$ cat config.mk
export PLATFORM = sky130hd
export DESIGN_NAME = free_list
export DESIGN_NICKNAME = d
export VERILOG_FILES = /design/src/rtl/free_list_pkg.sv /design/src/rtl/free_list.sv
export SDC_FILE = /design/constraint.sdc
export NUM_CORES = 1
export LEC_CHECK = 0
export CAP_MARGIN = 0
export CORE_ASPECT_RATIO = 1.4
export CORE_MARGIN = 5
export CORE_UTILIZATION = 30
export CTS_CLUSTER_DIAMETER = 40
export DETAILED_ROUTE_END_ITERATION = 8
export PLACE_DENSITY = 0.51
export SLEW_MARGIN = 0
export SYNTH_ARGS = -nofsm -noshare
export SYNTH_HDL_FRONTEND = slang
export SYNTH_SLANG_ARGS = --single-unit
export TNS_END_PERCENT = 1
$ cat constraint.sdc
create_clock -name clock -period 6.3 [get_ports clock]
set_clock_uncertainty 0.05 [all_clocks]
set_input_delay 1.89 -clock clock [delete_from_list [all_inputs] [get_ports clock]]
set_output_delay 1.89 -clock clock [all_outputs]
set_load 0.01 [all_outputs]
$ cat src/rtl/free_list_pkg.sv
// Shared sizing and types for the rename free list: tag widths, ring depth
// and a modulo-depth pointer helper.
package free_list_pkg;

    localparam int unsigned N           = 3;
    localparam int unsigned ARCH_REG_SZ = 32;
    localparam int unsigned PHYS_REG_SZ = 64;
    localparam int unsigned FL_DEPTH    = PHYS_REG_SZ - ARCH_REG_SZ;

    localparam int unsigned TAG_W   = $clog2(PHYS_REG_SZ);
    localparam int unsigned IDX_W   = $clog2(FL_DEPTH);
    localparam int unsigned COUNT_W = $clog2(FL_DEPTH + 1);
    localparam int unsigned SLOT_W  = $clog2(N + 1);

    typedef logic [TAG_W-1:0] phys_tag_t;
    typedef logic [IDX_W-1:0] free_list_idx_t;

    // Ring depth need not be a power of two, so wrap by explicit subtraction.
    function automatic free_list_idx_t wrap_add(free_list_idx_t base, int unsigned offset);
        int unsigned sum;
        sum = 32'(base) + offset;
        if (sum >= FL_DEPTH) begin
            sum = sum - FL_DEPTH;
        end
        return free_list_idx_t'(sum);
    endfunction

endpackage

$ cat src/rtl/free_list.sv
// Physical-register free list: a circular buffer with a speculative head for
// dispatch, an architected head for retire, and single-cycle mispredict restore.
module free_list
    import free_list_pkg::*;
#(
    parameter int unsigned NUM_FREE_PORTS = N
) (
    input  logic                                 clock,
    input  logic                                 reset,
    input  logic      [N-1:0]                    alloc_req,
    output phys_tag_t [N-1:0]                    alloc_tags,
    output logic      [N-1:0]                    alloc_valid,
    input  logic      [NUM_FREE_PORTS-1:0]       free_valid,
    input  phys_tag_t [NUM_FREE_PORTS-1:0]       free_tags,
    input  logic                                 restore_en,
    output logic      [SLOT_W-1:0]               free_slots,
    output logic      [COUNT_W-1:0]              free_count
);

    phys_tag_t      entries [FL_DEPTH];
    free_list_idx_t spec_head;
    free_list_idx_t arch_head;
    free_list_idx_t tail;

    int unsigned    grant_count;
    int unsigned    free_total;
    int unsigned    next_count;

    // Number of set bits strictly below a lane: the lane's offset from its head.
    function automatic int unsigned count_below(logic [31:0] bits, int unsigned lane);
        int unsigned total;
        total = 0;
        for (int unsigned j = 0; j < 32; j++) begin
            if (j < lane && bits[j]) begin
                total = total + 1;
            end
        end
        return total;
    endfunction

    // Grants come only from registered state; this cycle's frees are not visible here.
    always_comb begin
        alloc_valid = '0;
        alloc_tags  = '0;
        grant_count = 0;
        for (int unsigned i = 0; i < N; i++) begin
            if (alloc_req[i] && !reset && !restore_en &&
                count_below(32'(alloc_req), i) < 32'(free_count)) begin
                alloc_valid[i] = 1'b1;
                alloc_tags[i]  = entries[wrap_add(spec_head, count_below(32'(alloc_req), i))];
                grant_count    = grant_count + 1;
            end
        end
    end

    always_comb begin
        free_total = count_below(32'(free_valid), NUM_FREE_PORTS);
        next_count = 32'(free_count) - grant_count + free_total;
        if (next_count > FL_DEPTH) begin
            next_count = FL_DEPTH;
        end
    end

    assign free_slots = (32'(free_count) >= N) ? SLOT_W'(N) : SLOT_W'(free_count);

    // Frees land at the tail in lane order and move the architected head in
    // lockstep; restore rewinds the speculative head to the post-free architected head.
    always_ff @(posedge clock) begin
        if (reset) begin
            for (int unsigned k = 0; k < FL_DEPTH; k++) begin
                entries[k] <= phys_tag_t'(ARCH_REG_SZ + k);
            end
            spec_head  <= '0;
            arch_head  <= '0;
            tail       <= '0;
            free_count <= COUNT_W'(FL_DEPTH);
        end else begin
            for (int unsigned j = 0; j < NUM_FREE_PORTS; j++) begin
                if (free_valid[j]) begin
                    entries[wrap_add(tail, count_below(32'(free_valid), j))] <= free_tags[j];
                end
            end
            tail      <= wrap_add(tail, free_total);
            arch_head <= wrap_add(arch_head, free_total);
            if (restore_en) begin
                spec_head  <= wrap_add(arch_head, free_total);
                free_count <= COUNT_W'(FL_DEPTH);
            end else begin
                spec_head  <= wrap_add(spec_head, grant_count);
                free_count <= COUNT_W'(next_count);
            end
        end
    end

endmodule
==> summary.txt <==
Outcome
  – Run status: completed

GRT
  – Pin count of the biggest net entering global routing: ~50
  – Remaining global-route overflow: 0
  – Number of antenna violations at the first check in global routing: 0
  – First-pass GRT wire length: 111 mm
  – Number of global-route vias before repair: approximately 16000
  – Total track usage: a little under a quarter

CTS
  – Clk slew on worst S/H paths: 0.06 ns
  – Clock sinks: 213
  – Clock root buffer: clkbuf_16
  – Num CTS Buffers: 24
  – Longest Clk Path Bufs: 3
  – Clk Latency, worst-skew pair: 0.54 ns
  – Number of levels in the clock H-tree: 1
  – TritonCTS clock tree: built

Route
  – Detailed-route wire length: about 77 mm
  – Number of nets with antenna violations after detailed routing: 0
  – Initial detailed-routing violation count: ~1700
  – Wire length per cell after detailed routing: ~28 um
  – Pre-antenna DRT Iters: 8
  – Vias after detailed routing: 16400
  – Number of remaining DRC errors: 0
  – Via density per instance: 6.02

Power
  – Final Total Pwr: 0.00622 W
  – Leakage power: between 7 and 8 nW
  – Power density over the cells: between 200 and 300 nW/um^2
  – Worst supply voltage drop on vdd: ~0.18 mV

Die
  – Area of the die: approximately 66000 um^2
  – Die boundary width: approximately 220 um
  – Die height: 302 um
  – Effective utilization at floorplan: a little under a third
  – Number of rows in the core area: 107
  – Core Area: 60600 um^2
  – Count of boundary I/O pins: 56

Critical path
  – Critical-path maximum fanout: 9
  – Worst reg-to-reg path cell count: 22
  – Worst Setup Start Kind: input pin
  – Worst endpoint required time: between 4 and 5 ns
  – Kind of end point of the critical path: output pin
  – Signal arrival time at the worst endpoint: 4.27 ns
  – Setup Crit Path Kind: input pin to output pin

Place
  – Pre-CTS setup slack: -0.825 ns
  – GPL Wtd Cong: 1.03
  – HPWL after DPL: ~57 mm
  – Count of port buffers added during placement: 55
  – Post-placement cell area: roughly 20000 um^2

Layout
  – Share of layout cells above drive strength 1: between 20% and 30%
  – Antenna diode instance count: 0
  – Final-layout fill cell count: 5905
  – Number of nets in the finished design: about 2000
  – Leading cell type in the layout, fill and taps excluded: nor2_1
  – Commonest non-fill, non-tap cells in the layout: 210 x nor2_1, 192 x edfxtp_1, 158 x buf_4
  – Area of all placed cells without fillers: 22100 um^2
  – Signed area change from the synthesized netlist to the final layout: 20.3%

STA
  – Sum of negative setup slack: 0 ns
  – Count of final max-slew check failures: 0
  – Fraction of the cycle the final worst path needs: between 90% and 100%
  – Slew at the pin closest to its max-slew limit: between 1 and 1.5 ns
  – Min Hold Slack: 0.465 ns
  – PnR worst setup slack: 0.0901 ns
  – Post-route minimum period: around 6.2 ns
  – Number of failing hold endpoints at the final stage: 0
  – Maximum clock frequency: ~160 MHz
  – Slew HR: 18.3%
  – Total setup violations reported at the end of the flow: 0
  – Unrepaired setup endpoints after global routing: false

Synthesis
  – Largest area contributor in the netlist: edfxtp_1
  – Yosys cell types: between 90 and 100
  – Synthesized instance count: 1802
  – Fraction of synthesized cell area taken by the top area cell type: around a third
  – Most used DFF post-synth: edfxtp_1
  – Synth warnings: 0
  – Nets in the synthesized netlist: approximately 1900
  – Avg Inst Size Synth: slightly above 10 um^2
  – Number of enable-type register cells in the synthesized netlist: around 190
  – #FFs+latches synth: ~210
  – Proportion of synthesized chip area in sequential cells: between 30% and 40%
  – Largest cells by area after synthesis: edfxtp_1 31%, mux4_2 19%, mux2i_1 4.4%
  – Synth Cell Area: between 15000 and 20000 um^2
  – Share of async-settable or async-resettable flops after synthesis: 0%

Worst hold path
  – Worst hold path type: flop to flop
  – Number of instances on the worst hold path: 2

Run
  – Max capacitance violation total: 0
[worst paths after layout]
path,slack (ns),to,startpoint
min,0.47,arch_head[4]$_SDFF_PP0_,arch_head[4]$_SDFF_PP0_
max reg2reg,1.33,free_count[2]$_SDFF_PP0_,free_count[5]$_SDFF_PP1_
max,0.09,alloc_tags[8],alloc_req[0]
min reg2reg,0.47,arch_head[4]$_SDFF_PP0_,arch_head[4]$_SDFF_PP0_
[area by class of cell]
type	count	area [um^2]	share of cell area [%]
Tap cell	817	1020	4.64
Clock inverter	18	236	1.07
Timing Repair Buffer	237	2240	10.2
Inverter	36	135	0.613
Clock buffer	26	629	2.85
Multi-Input combinational cell	1377	11600	52.6
Sequential cell	213	6190	28.1
[metal layers]
layer  wire (um)  track usage, %  vias up
li1            -               -     7101
met1       28300            28.3     7948
met2       36700            38.0     1064
met3        6510            2.93      292
met4        5290            13.3        0
met5           0               0        -
[logic make-up after synthesis]
logic type	after synthesis	share of synthesized area, %
XOR/XNOR	26	1.41
AND/OR/NAND/NOR	609	15.9
adder cells (fa/ha/maj)	40	3.02
buffers and inverters	212	5.21
multiplexers	267	25.4
AO/OA/AOI/OAI	435	15.3
flip-flops	213	33.8
[sequential cells by signal, indices dropped and copies added, names as in the netlist]
signal,flops
arch_head,5
entries,192
free_count,6
spec_head,5
tail,5
[cell usage after synthesis (all sizes together), types with 10 or more instances]
cell type / number
o211ai: 36
ha: 33
clkbuf: 107
o22ai: 34
nand2: 154
buf: 69
nor3: 53
nand2b: 10
o31ai: 15
mux2i: 81
a22oi: 11
nor2: 228
a21o: 16
xor2: 15
a22o: 13
inv: 34
dfxtp: 21
a31oi: 45
nor2b: 30
nand3: 79
xnor2: 11
mux2: 30
a21oi: 122
o21ai: 81
mux4: 156
a211oi: 19
edfxtp: 192
[worst max-delay path, cell delays in order]
cell and delay, ns:
buf_2 0.13, buf_4 0.15, ha_4 0.16, ha_4 0.28, bufbuf_16 0.28, buf_6 0.15
mux4_2 0.33, mux2i_1 0.23, a21oi_1 0.14, a22o_1 0.24, dlygate4sd2_1 0.29
[what timing repair did]
action,CTS,global route
gates cloned,4,0
pin swaps,14,3
buffers inserted,10,6
gates resized for setup,83,26
setup endpoints to repair,12,14
hold buffers,0,0
[stage by stage]
stage | instances | util (%)
after floorplan | 1802 | -
after global placement | 2660 | 33.9
after detailed placement | 2660 | 33.9
after CTS | 2718 | 36.2
after global routing | 2724 | 36.4
final | 2724 | 36.4
[power by group]
group,total (W),internal (W),switching [W]
Combinational,0.00285,0.00140,0.00144
Clock,0.00154,0.000909,0.000632
Sequential,0.00183,0.00165,0.000183
(Power assumes the default switching activity.)
